### config.mk
export PLATFORM = sky130hd
export DESIGN_NAME = pb_input_port
export DESIGN_NICKNAME = d
export VERILOG_FILES = /design/src/rtl/pb_pkg.sv /design/src/rtl/pb_debounce.sv /design/src/rtl/pb_input_port.sv
export SDC_FILE = /design/constraint.sdc
export NUM_CORES = 1
export LEC_CHECK = 0
export CAP_MARGIN = 20
export CELL_PAD_IN_SITES_DETAIL_PLACEMENT = 1
export CELL_PAD_IN_SITES_GLOBAL_PLACEMENT = 1
export CORE_UTILIZATION = 35
export DETAILED_ROUTE_END_ITERATION = 12
export PLACE_DENSITY = 0.84
export SYNTH_ARGS = -nofsm -noshare
export SYNTH_HDL_FRONTEND = slang
export SYNTH_HIERARCHICAL = 1
export SYNTH_SLANG_ARGS = --single-unit
### constraint.sdc
create_clock -name clk -period 1.4 [get_ports clk]
set_input_delay 0.14 -clock clk [delete_from_list [all_inputs] [get_ports clk]]
set_output_delay 0.14 -clock clk [all_outputs]
set_load 0.005 [all_outputs]
### src/rtl/pb_pkg.sv
// Shared constants for the pushbutton input peripheral.
// Latency: n/a (package only).
// Backpressure: n/a (package only).
// Contents: register index constants and the CPU data-bus width.
package pb_pkg;

   localparam int PB_DW = 16;

   localparam logic [1:0] PB_REG_LEVEL = 2'd0;
   localparam logic [1:0] PB_REG_EVENT = 2'd1;
   localparam logic [1:0] PB_REG_MASK  = 2'd2;

endpackage : pb_pkg

### src/rtl/pb_debounce.sv
// Single-button two-flop synchronizer followed by a consecutive-cycle debounce counter.
// Latency: a stable input change sampled at edge k reaches level at edge k+1+DEBOUNCE_CYCLES.
// Backpressure: none; free-running per clock.
// Ports: clk, rst_n (async, active-low), pb (raw pin), level (debounced), rise (1-cycle pulse
//        high in the cycle before the edge where level goes 0->1).
module pb_debounce #(
   parameter int DEBOUNCE_CYCLES = 4
) (
   input  logic clk,
   input  logic rst_n,
   input  logic pb,
   output logic level,
   output logic rise
);

   localparam int              CW   = $clog2(DEBOUNCE_CYCLES + 1);
   localparam logic [CW-1:0]   LAST = CW'(DEBOUNCE_CYCLES - 1);

   logic          s1;
   logic          s2;
   logic [CW-1:0] cnt;

   always_ff @(posedge clk or negedge rst_n) begin
      if (!rst_n) begin
         s1    <= 1'b0;
         s2    <= 1'b0;
         level <= 1'b0;
         cnt   <= '0;
      end else begin
         s1 <= pb;
         s2 <= s1;
         if (s2 == level) begin
            cnt <= '0;
         end else if (cnt == LAST) begin
            level <= s2;
            cnt   <= '0;
         end else begin
            cnt <= cnt + 1'b1;
         end
      end
   end

   // Combinational so the parent can latch the event on the same edge level flips.
   assign rise = s2 & ~level & (cnt == LAST);

endmodule : pb_debounce

### src/rtl/pb_input_port.sv
// Memory-mapped pushbutton peripheral: debounced levels, sticky W1C press events, optional irq.
// Latency: reads return in rdata one cycle after the sel read cycle; irq one edge after event/mask.
// Backpressure: none; one bus access accepted every cycle.
// Ports: clk, rst_n (async, active-low), pb[NUM_PB-1:0] raw pins, sel/we/addr/wdata bus request,
//        rdata registered read data, irq level interrupt.
// Build option: define PB_IRQ_EN to include the MASK register and irq; otherwise irq is tied 0.
module pb_input_port
   import pb_pkg::*;
#(
   parameter int NUM_PB          = 5,   // 1..16
   parameter int DEBOUNCE_CYCLES = 4    // >= 1
) (
   input  logic              clk,
   input  logic              rst_n,
   input  logic [NUM_PB-1:0] pb,
   input  logic              sel,
   input  logic              we,
   input  logic [1:0]        addr,
   input  logic [PB_DW-1:0]  wdata,
   output logic [PB_DW-1:0]  rdata,
   output logic              irq
);

   logic [NUM_PB-1:0] level_v;
   logic [NUM_PB-1:0] rise_v;
   logic [NUM_PB-1:0] evt;
   logic [NUM_PB-1:0] evt_clr;
   logic [PB_DW-1:0]  rd_val;
   logic              wr_vld;
   logic              rd_vld;

   for (genvar i = 0; i < NUM_PB; i++) begin : g_btn
      pb_debounce #(
         .DEBOUNCE_CYCLES (DEBOUNCE_CYCLES)
      ) u_deb (
         .clk   (clk),
         .rst_n (rst_n),
         .pb    (pb[i]),
         .level (level_v[i]),
         .rise  (rise_v[i])
      );
   end

   assign wr_vld  = sel & we;
   assign rd_vld  = sel & ~we;
   assign evt_clr = (wr_vld && addr == PB_REG_EVENT) ? wdata[NUM_PB-1:0] : '0;

   // Set is OR'd in after the clear so a press coinciding with a W1C survives.
   always_ff @(posedge clk or negedge rst_n) begin
      if (!rst_n) begin
         evt <= '0;
      end else begin
         evt <= (evt & ~evt_clr) | rise_v;
      end
   end

`ifdef PB_IRQ_EN
   logic [NUM_PB-1:0] mask;

   always_ff @(posedge clk or negedge rst_n) begin
      if (!rst_n) begin
         mask <= '0;
         irq  <= 1'b0;
      end else begin
         if (wr_vld && addr == PB_REG_MASK) begin
            mask <= wdata[NUM_PB-1:0];
         end
         irq <= |(evt & mask);
      end
   end
`else
   assign irq = 1'b0;
`endif

   always_comb begin
      rd_val = '0;
      case (addr)
         PB_REG_LEVEL: rd_val[NUM_PB-1:0] = level_v;
         PB_REG_EVENT: rd_val[NUM_PB-1:0] = evt;
`ifdef PB_IRQ_EN
         PB_REG_MASK:  rd_val[NUM_PB-1:0] = mask;
`endif
         default:      rd_val = '0;
      endcase
   end

   always_ff @(posedge clk or negedge rst_n) begin
      if (!rst_n) begin
         rdata <= '0;
      end else if (rd_vld) begin
         rdata <= rd_val;
      end
   end

   // Write-data bits above the button count have no destination.
   if (NUM_PB < PB_DW) begin : g_unused
      logic unused_wdata;
      assign unused_wdata = ^wdata[PB_DW-1:NUM_PB];
   end

endmodule : pb_input_port

== Yosys cells after proc, flatten, opt, wreduce, memory -nomap -nowiden ==
Index checks and enable logic that the tools add are counted.

* Add/subtract/negate cells: 5
* Eq/ne operators: 11
* Bitwise operators: 26
* Reductions and logical operators: 7
* Muxes and demuxes: 12

{| class="wikitable"
|+ Operator list
! cell !! number
|-
| $mux 3 || 10
|-
| $add 3x1->3 const B || 5
|-
| $eq 3x2->1 const B || 5
|-
| $and 1x1->1 || 12
|-
| $not 1->1 || 11
|-
| $pmux 5 s2 || 1
|-
| $reduce_and 2->1 || 5
|-
| $and 5x5->5 || 1
|-
| $eq 1x1->1 || 5
|-
| $mux 5 || 1
|-
| $not 5->5 || 1
|-
| $or 5x5->5 || 1
|-
| $eq 2x1->1 const B || 1
|-
| $logic_not 2->1 || 1
|-
| $logic_and 1x1->1 || 1
|}

* Input bits: 27
* Output and inout bits: 17
* Logic and storage cells: 83
* Register bits after elaboration: 40

== Longest topological paths before layout ==
* Word-level depth: 6
* Mapped depth: 5
* Mapped depth without buffers: 5

== Cells and area by module ==
The synthesis kept the hierarchy.

{| class="wikitable"
|+ Modules (own cells, without submodules)
! module !! times used !! area an instance (um^2) !! sequential area each (um^2) !! cells an instance
|-
| pb_debounce at g_btn[1].u_deb ... || 4 || 240.2 || 150.1 || 16
|-
| pb_input_port || 1 || 541.8 || 250.2 || 52
|-
| pb_debounce at g_btn[0].u_deb || 1 || 239.0 || 150.1 || 16
|}

== Worst setup path after synthesis ==
OpenSTA, ideal clock, no wires.

* Kind: reg-to-reg
* Start: register g_btn[1].u_deb.level
* End: register g_btn[1].u_deb.level
* Arrival time: 1.209 ns
* Setup slack: 0.066 ns
* Cell stages (with the launch flop): 5
* Data required time: 1.275 ns
* Clock period less this slack: 1.334 ns
* Library setup time: 0.125 ns
* Buffers on the path: 0
* Cells stage by stage: dfrtp_1 -> inv_1 -> ha_1 -> nor3b_2 -> mux2_4

* Word-level cells in the longest chain between the ends: 3

{| class="wikitable"
|+ Ends and longest elaborated chain
! what !! RTL line !! RTL
|-
| start: declaration || pb_debounce.sv:12 || <nowiki>output logic level,</nowiki>
|-
| start signal: assignment || pb_debounce.sv:27 || <nowiki>level <= 1'b0;</nowiki>
|-
| start signal: assignment || pb_debounce.sv:35 || <nowiki>level <= s2;</nowiki>
|-
| $eq 1x1->1 || pb_debounce.sv:32 || <nowiki>if (s2 == level) begin</nowiki>
|-
| $not 1->1 (no source line) || - ||
|-
| $reduce_and 2->1 (no source line) || - ||
|}

Every way passes these cells.
A chain may end at the register's enable or synchronous reset.

== Worst setup path in the final report ==
* Start: register g_btn[4].u_deb.level
* End: register g_btn[4].u_deb.level

* Word-level cells in the longest chain between the ends: 3

{| class="wikitable"
|+ Ends and longest elaborated chain
! what !! RTL line
|-
| start: declaration || pb_debounce.sv:12
|-
| start signal: assignment || pb_debounce.sv:27
|-
| start signal: assignment || pb_debounce.sv:35
|-
| $eq 1x1->1 || pb_debounce.sv:32
|-
| $not 1->1 (no source line) || -
|-
| $reduce_and 2->1 (no source line) || -
|}

Every way passes these cells.

==> impl_metrics.json <==
{
  "clk_transition_reported_paths_ns": 0.07,
  "groute.usage.overall_pct": 14.50,
  "fmaxAchievable_mhz": 733.7,
  "cts.htree.levels": 2,
  "vertical_die_dimension_microns": 72.54,
  "grt_overflow_total": 0,
  "number_of_global_route_vias_before_repair": 1262,
  "synth.lib_cells_used.distinct": 20,
  "initial_core_util_pct": 36.63,
  "max_root_sink_buffers": 2,
  "post_synth_edffs": 0,
  "drive_above_1_share_pct": 21.30,
  "timing.hold.worst.class": "in -> reg",
  "ys.warnings.count": 6,
  "first_pass_iters": 3,
  "pwr-share-clk_pct": 21.4,
  "numClockSinks": 40,
  "placed_area_sq_mm": 0.002054,
  "vdd.ir_drop.worst_uv": 566.8,
  "synth_seq_cells": 40,
  "pin_count_of_the_biggest_net_entering_global_routing": 23,
  "timing.final.hold_violations": 0,
  "global_route_wire_length_before_repair_microns": 5637,
  "netSwitchingPower_w": 0.001024,
  "hpwlAfterDp_microns": 2526,
  "worstSetupPathType": "reg -> reg",
  "syn2layout_area_growth_pct": 26.22,
  "arrival_ns": 1.54,
  "register_to_register_setup_slack_ns": 0.04,
  "post_cts.repair.setup_buffers": 0,
  "gp_congestion": 0.7314,
  "total_cts_buffers": 5,
  "clock_tree.root_cell": "sky130_fd_sc_hd__clkbuf_8",
  "die_w_microns": 72.54,
  "cts_tree": "done",
  "synth.cell_area_sq_mm": 0.001742,
  "post-synth-top-area-fraction_pct": 57.47,
  "die_area_sq_mm": 0.005262,
  "grt_setup_unrepaired": "no",
  "wp_data_required_ns": 1.57,
  "fin_setup_tns_ns": 0,
  "outcome": "completed",
  "clock-skew-final_ns": 0.001446,
  "timing.final.setup_violations": 0,
  "crit_path_start_kind": "register",
  "timing.final.crit_period_ns": 1.363,
  "ys_dominant_reg_cell": "sky130_fd_sc_hd__dfrtp_1",
  "net_count_reported_at_finish": 205,
  "worstSetupEndpointType": "register",
  "synthArstFlopShare_pct": 100.0,
  "pin_count": 44,
  "post_synth_main_area_contributors": "sky130_fd_sc_hd__dfrtp_1 (57%), sky130_fd_sc_hd__ha_1 (7.2%), sky130_fd_sc_hd__buf_4 (5.2%)",
  "fp.coreArea_sq_mm": 0.004755,
  "synth.most_common_cell": "sky130_fd_sc_hd__dfrtp_1",
  "syn_avg_cell_area_sq_um": 13.19,
  "antenna_found_initial": 0,
  "layout_worst_path_cycle_share_pct": 97.35,
  "power_report.internal_total_w": 0.002597,
  "io_port_bufs": 20,
  "synthesis.instances": 132,
  "remaining_drc_errors": 0,
  "synth.largest_area_cell": "sky130_fd_sc_hd__dfrtp_1",
  "power_leakage_nw": 1.013,
  "ant_nets": 0,
  "detail_route.wl_per_cell_microns": 13.87,
  "finalHoldWorstSlack_ns": 0.2858,
  "share_seq_of_total_power_pct": 45.3,
  "detail_route.vias_per_cell": 4.504,
  "layout.cell_area.non_filler_sq_mm": 0.002198,
  "timing.final.max_slew_violations": 0,
  "placementRows": 25,
  "synth-seq-area-share_pct": 57.47,
  "wirelength_microns": 3274,
  "worstSkewPairLatency_ns": 0.28,
  "comb_power_share_pct": 33.2,
  "via_count": 1063,
  "postLayoutCoreUtil_pct": 46.24,
  "critPathMaxFanout": 2,
  "post_layout_nonfiller_instances": 236,
  "post_synth_most_frequent_cells": "sky130_fd_sc_hd__dfrtp_1 (40), sky130_fd_sc_hd__buf_4 (12), sky130_fd_sc_hd__ha_1 (10), sky130_fd_sc_hd__inv_1 (10), sky130_fd_sc_hd__nor3b_1 (6)",
  "maxCapViolCount": 0,
  "initialDrtViolationCount": 31,
  "antenna_cells": 0,
  "numPlacedInstances": 227,
  "switching_share_pct": 28.29,
  "power-per-cell-area_mw_per_mm2": 1647
}
logic make-up (layout without fill, tap and decap cells):
family	after synthesis	in the layout	synth area share [%]
flops	40	40	57.47
simple gates	38	38	16.02
buf+inv	23	49	7.615
fa+ha+maj	10	10	7.184
compound gates	10	10	4.310
mux	10	10	7.184
other cells	1	12	0.2153
power groups by stage:
stage	combinational, W	sequential, W	clock, W
final	0.00120	0.00164	0.000776
after global routing	0.00137	0.00168	0.000861
after global placement	0.00104	0.00164	0
after CTS	0.00119	0.00165	0.000814
after floorplan	0.000684	0.00162	0
after detailed placement	0.00116	0.00167	0
final timing paths:
kind | to | start | cells after the start
max in group asynchronous | g_btn[4].u_deb/level$_DFFE_PN0P_ | rst_n | 3
setup reg to reg | g_btn[4].u_deb/level$_DFFE_PN0P_ | g_btn[4].u_deb/level$_DFFE_PN0P_ | 4
min in group asynchronous | g_btn[2].u_deb/s1$_DFF_PN0_ | rst_n | 2
hold reg to reg | g_btn[3].u_deb/s2$_DFF_PN0_ | g_btn[3].u_deb/s1$_DFF_PN0_ | 0
setup / recovery | g_btn[4].u_deb/level$_DFFE_PN0P_ | g_btn[4].u_deb/level$_DFFE_PN0P_ | 4
hold / removal | g_btn[1].u_deb/s1$_DFF_PN0_ | pb[1] | 1
critical path, cell delays in order (launching register included):
cell                      delay (ns)
sky130_fd_sc_hd__dfrtp_1        0.35
sky130_fd_sc_hd__inv_1          0.05
sky130_fd_sc_hd__ha_1           0.32
sky130_fd_sc_hd__nor3b_2        0.22
sky130_fd_sc_hd__mux2_4         0.31
layer usage:
metal	up-vias	part of all wire (%)	track usage [%]
li1	494	-	-
met1	531	42	16.40
met2	32	53	25.75
met3	6	4.0	3.333
met4	0	1.6	6.972
met5	-	0	0
state kept, by name, indices dropped and copies added, names as in the netlist:
name	flops
evt	5
g_btn.u_deb/cnt	15
g_btn.u_deb/level	5
g_btn.u_deb/s1	5
rdata	5
g_btn.u_deb/s2	5
through the flow:
stage | power [W] | setup slack (ns)
after floorplan | 0.002307 | 0.06572
after detailed placement | 0.002822 | -0.03068
after CTS | 0.003647 | 0.008979
after global placement | 0.002677 | 0.05526
after global routing | 0.003911 | 0.0006014
final | 0.003621 | 0.03709
what timing repair did:
| item | 4_1_cts | 5_1_grt |
|---|---|---|
| pin swaps | 1 | 3 |
| endpoints found under the setup margin | 1 | 4 |
| hold buffers | 1 | 0 |
| hold endpoints to repair | 18 | 0 |
| gates cloned | 0 | 0 |
| gates resized for setup | 1 | 3 |
cell usage in the layout (no fill, tap or decap), types with 2 or more instances in the layout:
cell type	instances
sky130_fd_sc_hd__nor3b_1	6
sky130_fd_sc_hd__and2b_2	4
sky130_fd_sc_hd__buf_4	9
sky130_fd_sc_hd__inv_1	10
sky130_fd_sc_hd__clkbuf_8	6
sky130_fd_sc_hd__nor2b_1	5
sky130_fd_sc_hd__nor3b_2	4
sky130_fd_sc_hd__clkbuf_1	2
sky130_fd_sc_hd__mux2_4	5
sky130_fd_sc_hd__mux2i_1	5
sky130_fd_sc_hd__ha_1	7
sky130_fd_sc_hd__ha_4	3
sky130_fd_sc_hd__nor2_1	5
sky130_fd_sc_hd__conb_1	12
sky130_fd_sc_hd__nor3_1	5
sky130_fd_sc_hd__clkdlybuf4s50_1	19
sky130_fd_sc_hd__and2_1	5
sky130_fd_sc_hd__a31oi_1	5
sky130_fd_sc_hd__dfrtp_1	40
sky130_fd_sc_hd__o2bb2ai_1	5
cell type report:
cell class / count / area [sq um]
fill: 497 / 2556
timing repair buffer: 31 / 292.8
sequential: 40 / 1001
clock buffer: 8 / 90.09
tap: 67 / 83.83
multi-input combinational: 80 / 693.2
inverter: 10 / 37.54
(Power assumes the default switching activity.)
